--- config.mk ---
export PLATFORM = sky130hd
export DESIGN_NAME = fetch_ctrl
export DESIGN_NICKNAME = d
export VERILOG_FILES = /design/src/rtl/fetch_ctrl_pkg.sv /design/src/rtl/fetch_ctrl.sv
export SDC_FILE = /design/constraint.sdc
export NUM_CORES = 1
export LEC_CHECK = 0
export CAP_MARGIN = 25
export CORE_MARGIN = 10
export CORE_UTILIZATION = 49
export DETAILED_ROUTE_END_ITERATION = 8
export PLACE_DENSITY = 0.81
export SYNTH_ARGS = -nofsm -noshare
export SYNTH_HDL_FRONTEND = slang
export SYNTH_SLANG_ARGS = --single-unit
--- constraint.sdc ---
create_clock -name clk -period 2.45 [get_ports clk]
set_input_delay 0.49 -clock clk [delete_from_list [all_inputs] [get_ports clk]]
set_output_delay 0.49 -clock clk [all_outputs]
set_load 0.01 [all_outputs]
--- src/rtl/fetch_ctrl_pkg.sv ---
// Shared types and constants for the fetch stage and the fetch-to-decode
// pipeline register.
package fetch_ctrl_pkg;

    typedef logic [31:0] word_t;

    typedef enum logic [1:0] {
        FETCH = 2'd0,
        HOLD  = 2'd1,
        DRAIN = 2'd2
    } fetch_state_t;

    // addi x0,x0,0 -- also the value the pipeline register clears to
    localparam word_t NOP_INST_DEFAULT = 32'h0000_0013;

    function automatic word_t align_word(input word_t addr);
        return {addr[31:2], 2'b00};
    endfunction

endpackage

--- src/rtl/fetch_ctrl.sv ---
// Fetch-stage sequencer: owns the PC, issues one imem request at a time,
// holds returned instructions across decode stalls and applies redirects.
module fetch_ctrl
    import fetch_ctrl_pkg::*;
#(
    parameter word_t RESET_PC = 32'h0000_0000,
    parameter word_t NOP_INST = NOP_INST_DEFAULT
) (
    input  logic        clk,
    input  logic        rst,
    output logic        imem_req,
    output logic [31:0] imem_addr,
    input  logic        imem_ready,
    input  logic [31:0] imem_rdata,
    output logic [31:0] bp_pc,
    input  logic        bp_predict,
    input  logic [31:0] bp_target,
    input  logic        stall,
    input  logic        redirect,
    input  logic [31:0] redirect_pc,
    output logic        f2d_en,
    output logic        f2d_flush,
    output logic [31:0] f2d_pc,
    output logic [31:0] f2d_inst,
    output logic        f2d_branch_predict,
    output logic [31:0] f2d_branch_target
);

    fetch_state_t r_state;
    word_t        r_pc;
    word_t        r_req_addr;
    word_t        r_hold_inst;
    word_t        r_hold_pc;
    logic         r_hold_pred;
    word_t        r_hold_tgt;

    fetch_state_t w_state_nxt;
    word_t        w_pc_nxt;
    word_t        w_req_nxt;
    word_t        w_redir_pc;
    word_t        w_seq_pc;
    logic         w_hold_ld;
    logic         w_sel_hold;
    logic         w_req;
    logic         w_en;
    logic         w_flush;

    // State, PC and hold-register update
    always_ff @(posedge clk) begin
        if (rst) begin
            r_state     <= FETCH;
            r_pc        <= RESET_PC;
            r_req_addr  <= RESET_PC;
            r_hold_inst <= 32'h0000_0000;
            r_hold_pc   <= 32'h0000_0000;
            r_hold_pred <= 1'b0;
            r_hold_tgt  <= 32'h0000_0000;
        end else begin
            r_state    <= w_state_nxt;
            r_pc       <= w_pc_nxt;
            r_req_addr <= w_req_nxt;
            if (w_hold_ld) begin
                r_hold_inst <= imem_rdata;
                r_hold_pc   <= r_req_addr;
                r_hold_pred <= bp_predict;
                r_hold_tgt  <= bp_target;
            end
        end
    end

    // Next-state, next-PC and pipeline-register control
    always_comb begin
        w_state_nxt = r_state;
        w_pc_nxt    = r_pc;
        w_req_nxt   = r_req_addr;
        w_hold_ld   = 1'b0;
        w_sel_hold  = 1'b0;
        w_req       = 1'b0;
        w_en        = 1'b0;
        w_flush     = 1'b0;
        w_redir_pc  = align_word(redirect_pc);
        w_seq_pc    = bp_predict ? bp_target : (r_req_addr + 32'd4);
        case (r_state)
            FETCH: begin
                w_req = 1'b1;
                if (redirect) begin
                    w_flush  = 1'b1;
                    w_pc_nxt = w_redir_pc;
                    if (imem_ready) begin
                        w_req_nxt = w_redir_pc;
                    end else begin
                        w_state_nxt = DRAIN;
                    end
                end else if (!imem_ready) begin
                    w_flush = !stall;
                end else if (!stall) begin
                    w_en      = 1'b1;
                    w_pc_nxt  = w_seq_pc;
                    w_req_nxt = w_seq_pc;
                end else begin
                    w_hold_ld   = 1'b1;
                    w_pc_nxt    = w_seq_pc;
                    w_state_nxt = HOLD;
                end
            end
            HOLD: begin
                if (redirect) begin
                    w_flush     = 1'b1;
                    w_pc_nxt    = w_redir_pc;
                    w_req_nxt   = w_redir_pc;
                    w_state_nxt = FETCH;
                end else if (!stall) begin
                    w_en        = 1'b1;
                    w_sel_hold  = 1'b1;
                    w_req_nxt   = r_pc;
                    w_state_nxt = FETCH;
                end else begin
                    w_en = 1'b0;
                end
            end
            DRAIN: begin
                // No cancel on the memory port: keep the old request up
                w_req   = 1'b1;
                w_flush = 1'b1;
                if (redirect) begin
                    w_pc_nxt = w_redir_pc;
                end else begin
                    w_pc_nxt = r_pc;
                end
                if (imem_ready) begin
                    w_req_nxt   = redirect ? w_redir_pc : r_pc;
                    w_state_nxt = FETCH;
                end else begin
                    w_req_nxt = r_req_addr;
                end
            end
            default: begin
                w_state_nxt = FETCH;
            end
        endcase
    end

    // Output drive with reset override and bubble data
    always_comb begin
        imem_req           = w_req;
        imem_addr          = r_req_addr;
        f2d_en             = w_en;
        f2d_flush          = w_flush;
        f2d_pc             = 32'h0000_0000;
        f2d_inst           = 32'h0000_0000;
        f2d_branch_predict = 1'b0;
        f2d_branch_target  = 32'h0000_0000;
        if (rst) begin
            imem_req  = 1'b0;
            imem_addr = 32'h0000_0000;
            f2d_en    = 1'b0;
            f2d_flush = 1'b1;
        end else if (w_en && w_sel_hold) begin
            f2d_pc             = r_hold_pc;
            f2d_inst           = r_hold_inst;
            f2d_branch_predict = r_hold_pred;
            f2d_branch_target  = r_hold_tgt;
        end else if (w_en) begin
            f2d_pc             = r_req_addr;
            f2d_inst           = imem_rdata;
            f2d_branch_predict = bp_predict;
            f2d_branch_target  = bp_target;
        end else if (w_flush) begin
            f2d_inst = NOP_INST;
        end else begin
            f2d_inst = 32'h0000_0000;
        end
        bp_pc = imem_addr;
    end

endmodule

Word level (Yosys, flattened, before mapping)
Cells that the tools add are included.
W data, S select, Z words.
{"block": "totals", "reg_bits": 163, "out_inout_bits": 164, "wordCells": 80}
{"block": "op_classes", "n_addsub": 1, "n_eq_ne": 9, "muxes": 53, "reduce_logical": 10}
{"op": "$mux W32", "count": 21}
{"op": "$pmux W32 S3", "count": 1}
{"op": "$pmux W32 S2", "count": 1}
{"op": "$add A32 B3 Y32 const B", "count": 1}
{"op": "$mux W1", "count": 19}
{"op": "$ne A3 B3 Y1 const B", "count": 5}
{"op": "$mux W2", "count": 7}
{"op": "$reduce_and A5 Y1", "count": 2}
{"op": "$pmux W2 S3", "count": 1}
{"op": "$mux W5", "count": 1}
{"op": "$ne A2 B2 Y1 const B", "count": 2}
{"op": "$reduce_or A2 Y1", "count": 2}
{"op": "$pmux W1 S3", "count": 1}
{"op": "$reduce_bool A3 Y1", "count": 1}
{"op": "$eq A2 B1 Y1 const B", "count": 1}
{"op": "$eq A2 B2 Y1 const B", "count": 1}
{"op": "$logic_not A2 Y1", "count": 1}
{"op": "$pmux W1 S2", "count": 1}
{"op": "$reduce_and A2 Y1", "count": 1}
{"op": "$reduce_bool A2 Y1", "count": 1}
{"op": "$logic_and A1 B1 Y1", "count": 1}
{"op": "$logic_not A1 Y1", "count": 1}

Logic depth before layout (Yosys ltp)
Gate-level depths: netlist of run 1.
{"block": "depth", "ltp_word": 8, "mapped_depth": 10, "depth_no_buf": 7}

Worst setup path before layout of run 1
No wires, ideal clock.
{"block": "synth_timing", "path_type": "input -> output", "start": "input port redirect", "end": "output port f2d_pc[10]", "t_arrival_ns": 1.921, "required_time_ns": 1.960, "path_slack_ns": 0.039, "path_stages": 8, "path_buffers": 4, "cell_sequence": "buf_2 > nor2_1 > and2_1 > clkbuf_1 > clkbuf_1 > clkbuf_1 > nand2_1 > a21oi_1"}
{"block": "synth_via", "elab_chain_len": 5, "word_cells_on_any_way": 8, "classes_between": "7 x mux; 1 x reduce/logical"}
{"element": "from (decl)", "line_no": "fetch_ctrl.sv:19", "text": "input logic redirect,"}
{"element": "$mux W1, on equally long branches", "line_no": "fetch_ctrl.sv:107, fetch_ctrl.sv:86"}
{"element": "$pmux W1 S2 / $mux W1 (equally long branches)", "line_no": "fetch_ctrl.sv:83", "text": "case (r_state)"}
{"element": "$mux W32 / $logic_and A1 B1 Y1 (equally long branches)", "line_no": "fetch_ctrl.sv:163, fetch_ctrl.sv:158"}
{"element": "$mux W32 *", "line_no": "fetch_ctrl.sv:158", "text": "end else if (w_en && w_sel_hold) begin"}
{"element": "$mux W32 *", "line_no": "fetch_ctrl.sv:153", "text": "if (rst) begin"}
{"element": "to (decl)", "line_no": "fetch_ctrl.sv:23", "text": "output logic [31:0] f2d_pc,"}
Mark *: on every way between the ends. The rest lies on a longest branch, timed or not.

Final worst setup path of run 1
{"block": "layout_timing", "start": "register r_state[0]", "end": "output port f2d_inst[0]"}
{"block": "layout_via", "elab_chain_len": 6, "word_cells_on_any_way": 11, "classes_between": "2 x eq/ne; 7 x mux; 2 x reduce/logical"}
{"element": "from (decl)", "line_no": "fetch_ctrl.sv:29", "text": "fetch_state_t r_state;"}
{"element": "from (signal assigned)", "line_no": "fetch_ctrl.sv:59", "text": "r_state <= w_state_nxt;"}
{"element": "$eq A2 B2 Y1 (tied with other cells)", "line_no": "fetch_ctrl.sv:83"}
{"element": "$pmux W1 S3", "line_no": "fetch_ctrl.sv:83"}
{"element": "$mux W5", "line_no": "fetch_ctrl.sv:168", "text": "end else if (w_flush) begin"}
{"element": "$mux W32", "line_no": "fetch_ctrl.sv:163", "text": "end else if (w_en) begin"}
{"element": "$mux W32 *", "line_no": "fetch_ctrl.sv:158"}
{"element": "$mux W32 *", "line_no": "fetch_ctrl.sv:153"}
{"element": "to (decl)", "line_no": "fetch_ctrl.sv:24", "text": "output logic [31:0] f2d_inst,"}
Marks and branches as above.

==> impl_metrics.json, run 1 <==
{
  "period_minus_slack_ns": 2.61,
  "worst-slew-pin-transition_ns": 0.557,
  "synth_edf_count": 0,
  "violations": "negative setup slack",
  "synth-seq-cells": 163,
  "wl_per_cell_um": 20.5,
  "p_leak_nw": 5.60,
  "finalSetupViolations": 86,
  "synth.distinct_cells": 65,
  "syn-instance-count": 1478,
  "finalWirelength_um": 41300,
  "cts_root_buf": "clkbuf_16",
  "die_w_um": 162,
  "coreArea_sq_um": 19600,
  "place_ws_ns": -0.578,
  "irDropWorstVdd_mv": 0.513,
  "p_per_area_nw_per_um2": 530,
  "syn_area_sq_um": 9830,
  "critPathArrivalTime_ns": 2.12,
  "drt_iter0_drc": 1398,
  "clk_path_buf_depth": 2,
  "viasPerCell": 6.00,
  "area_growth_pct": 46.3,
  "port_buffers": 263,
  "grt_pass1_wl_um": 60700,
  "dieArea_sq_um": 26100,
  "syn_area_per_cell_sq_um": 6.65,
  "clkTransAtPathRegs_ns": 0.07,
  "r2r_slack_ns": 0.15,
  "dr.pass1.iters": 6,
  "antenna_found_initial": 0,
  "layout-drive-gt1-share_pct": 23.6,
  "cts_sinks": 163,
  "start_kind": "register",
  "io_pins": 266,
  "finalMaxSlewViolations": 0,
  "drc": 0,
  "synth_nets": 1585,
  "crit_type": "register to output port",
  "crit_required_ns": 1.96,
  "synth-async-reset-ratio_pct": 0,
  "place.detailed.hpwl_um": 27900,
  "final_net_count": 1839,
  "routabilityCongestion": 0.994,
  "post-route-period-util_pct": 107,
  "cp_slowest_cell": "dfxtp_4",
  "start_util_pct": 50.2,
  "track_usage_pct": 28.3,
  "num_rows": 51,
  "num_vias": 12100,
  "worstSkewPairLatency_ns": 0.45,
  "outcome": "complete, but fails checks",
  "maxSlewHeadroom_pct": 62.6,
  "end_kind": "output port",
  "max_stage_delay_ns": 0.37,
  "fin_total_pwr_mw": 7.63,
  "ys.flop_type": "dfxtp_1",
  "cts_tree": "built",
  "cp_top_family": "compound AO/OA/AOI/OAI gates",
  "fmax_mhz": 383,
  "hp-class": "input port to register",
  "cp_max_fo": 3,
  "fin_ws_ns": -0.159,
  "ant_nets": 0,
  "maxCapViolations": 0,
  "yosys_warnings": 0,
  "hold_viol": 0,
  "cts_buffers": 17,
  "skew_ns": 0.0104,
  "grt_start_max_net_pins": 55,
  "rsz0062_at_grt": "yes",
  "htreeDepth": 4,
  "final.setup.tns_ns": -9.03,
  "die_y_um": 162,
  "cp_num_buf_inv": 3,
  "ys_seq_area_share_pct": 33.2,
  "grt_pass1_vias": 11100,
  "crit_chain": "inv_4, ha_4, buf_6, nor3b_2, o22ai_2, a21oi_2, o21bai_4, a31oi_1, buf_2",
  "grt_overflow_total": 0
}
## placed cells by master (no fill, tap or decap), drive strengths merged, types with 7 or more instances in the layout
| master | count |
|---|---|
| inv | 27 |
| mux2i | 9 |
| nor3 | 22 |
| a21oi | 241 |
| nand3 | 33 |
| nor2 | 64 |
| dfxtp | 163 |
| and4 | 7 |
| a221oi | 7 |
| nor2b | 33 |
| a31oi | 16 |
| and2 | 12 |
| clkinv | 7 |
| clkdlybuf4s50 | 159 |
| xnor2 | 7 |
| nand4 | 20 |
| a21o | 8 |
| nand2b | 10 |
| buf | 236 |
| nor4 | 10 |
| clkbuf | 27 |
| o21ai | 38 |
| nand2 | 465 |
| and3 | 9 |
| a211oi | 26 |
## synthesized netlist by cell type (all sizes together), types with 5 or more instances
cell | instances | area share [%]
nor3 | 22 | 1.1
nand2b | 9 | 0.57
a221oi | 7 | 0.62
o211ai | 6 | 0.46
ha | 5 | 0.64
dfxtp | 163 | 33
and3 | 9 | 0.57
nor4 | 10 | 1.1
a211oi | 26 | 2.0
buf | 83 | 5.0
o21ai | 38 | 1.9
nor2b | 33 | 2.1
nand3 | 33 | 1.7
a21oi | 241 | 12
and4 | 7 | 0.65
inv | 19 | 0.73
nand3b | 6 | 0.46
a21o | 8 | 0.61
a31oi | 16 | 1.0
nor2 | 64 | 2.4
a311oi | 5 | 0.45
and2 | 12 | 0.76
xnor2 | 7 | 0.62
nand2 | 465 | 18
clkbuf | 90 | 3.4
mux2i | 9 | 0.92
o31ai | 5 | 0.38
a21boi | 6 | 0.46
nand4 | 20 | 1.3
## registers in the layout, summed over array words and instances, names as in the netlist
| name | flops |
|---|---|
| r_hold_inst | 32 |
| r_hold_pc | 32 |
| r_hold_tgt | 32 |
| r_pc | 32 |
| r_req_addr | 32 |
| r_state | 2 |
| r_hold_pred | 1 |
## cells by family (layout without fill, tap and decap cells)
kind of cell               count (synthesis)  after routing  share of synthesized area, %
AOI/OAI and AO/OA                        386            386                          22.8
xor gates and xnor gates                  10             10                         0.891
adders and majority gates                  5              5                         0.636
buffers and inverters                    193            459                          9.19
DFF                                      163            163                          33.2
muxes                                     12             12                          1.26
other                                      0              1                             0
and+or+nand+nor                          709            710                          32.1
## through the flow
step	instances	util, %	area (sq um)	hold slack (ns)
after floorplan	1478	-	9830	0.437
after global placement	1954	67.4	13200	0.441
after detailed placement	1954	67.4	13200	0.447
after CTS	1994	70.3	13800	0.292
after global routing	2010	73.4	14400	0.301
final	2011	73.5	14400	0.296
## layout make-up
| type | instances | area, sq um |
|---|---|---|
| Multi-Input combinational cell | 1123 | 6200 |
| Fill cell | 1489 | 5200 |
| Timing Repair Buffer | 407 | 3940 |
| Sequential cell | 163 | 3270 |
| Clock buffer | 17 | 425 |
| Tap cell | 265 | 332 |
| Clock inverter | 15 | 141 |
| Inverter | 20 | 80.1 |
| Antenna cell | 1 | 2.50 |
## per-layer routing
metal	wire, um	part of all wire, %	track usage [%]
met4	1980	4.8	12.2
met2	19100	46	45.3
met1	16000	39	35.9
met3	4210	10	6.52
met5	0	0	0
## report_power, final
part	total [mW]	leakage [nW]	internal [mW]	switching (mW)
sequential	2.97	1.33	2.82	0.155
clock	2.63	0.278	1.35	1.29
combinational	2.02	3.99	0.912	1.11
## final timing paths
check	startpoint	end	depth (start not counted)
setup / recovery	r_state[0]	f2d_inst[0]	9
hold reg to reg	r_hold_pc[17]	r_hold_pc[17]	2
setup reg to reg	r_req_addr[12]	r_req_addr[30]	5
hold / removal	rst	r_hold_pc[3]	2
## timing repair
| action | CTS | global route |
|---|---|---|
| resized for setup | 487 | 80 |
| hold buffers | 0 | 0 |
| cloned | 4 | 10 |
| endpoints found under the setup margin | 104 | 99 |
| pin swaps | 4 | 6 |
| buffers inserted | 4 | 7 |
(Power assumes the default switching activity.)
==> inputs of run 2 (changes only) <==
--- a/config.mk
+++ b/config.mk
@@ -9,6 +9,7 @@
 export CORE_MARGIN = 10
 export CORE_UTILIZATION = 49
 export DETAILED_ROUTE_END_ITERATION = 8
+export HOLD_SLACK_MARGIN = 0.06
 export PLACE_DENSITY = 0.81
 export SYNTH_ARGS = -nofsm -noshare
 export SYNTH_HDL_FRONTEND = slang
==> results of run 2 <==
No change in the layout: final DEF, timing and power equal those of run 1.
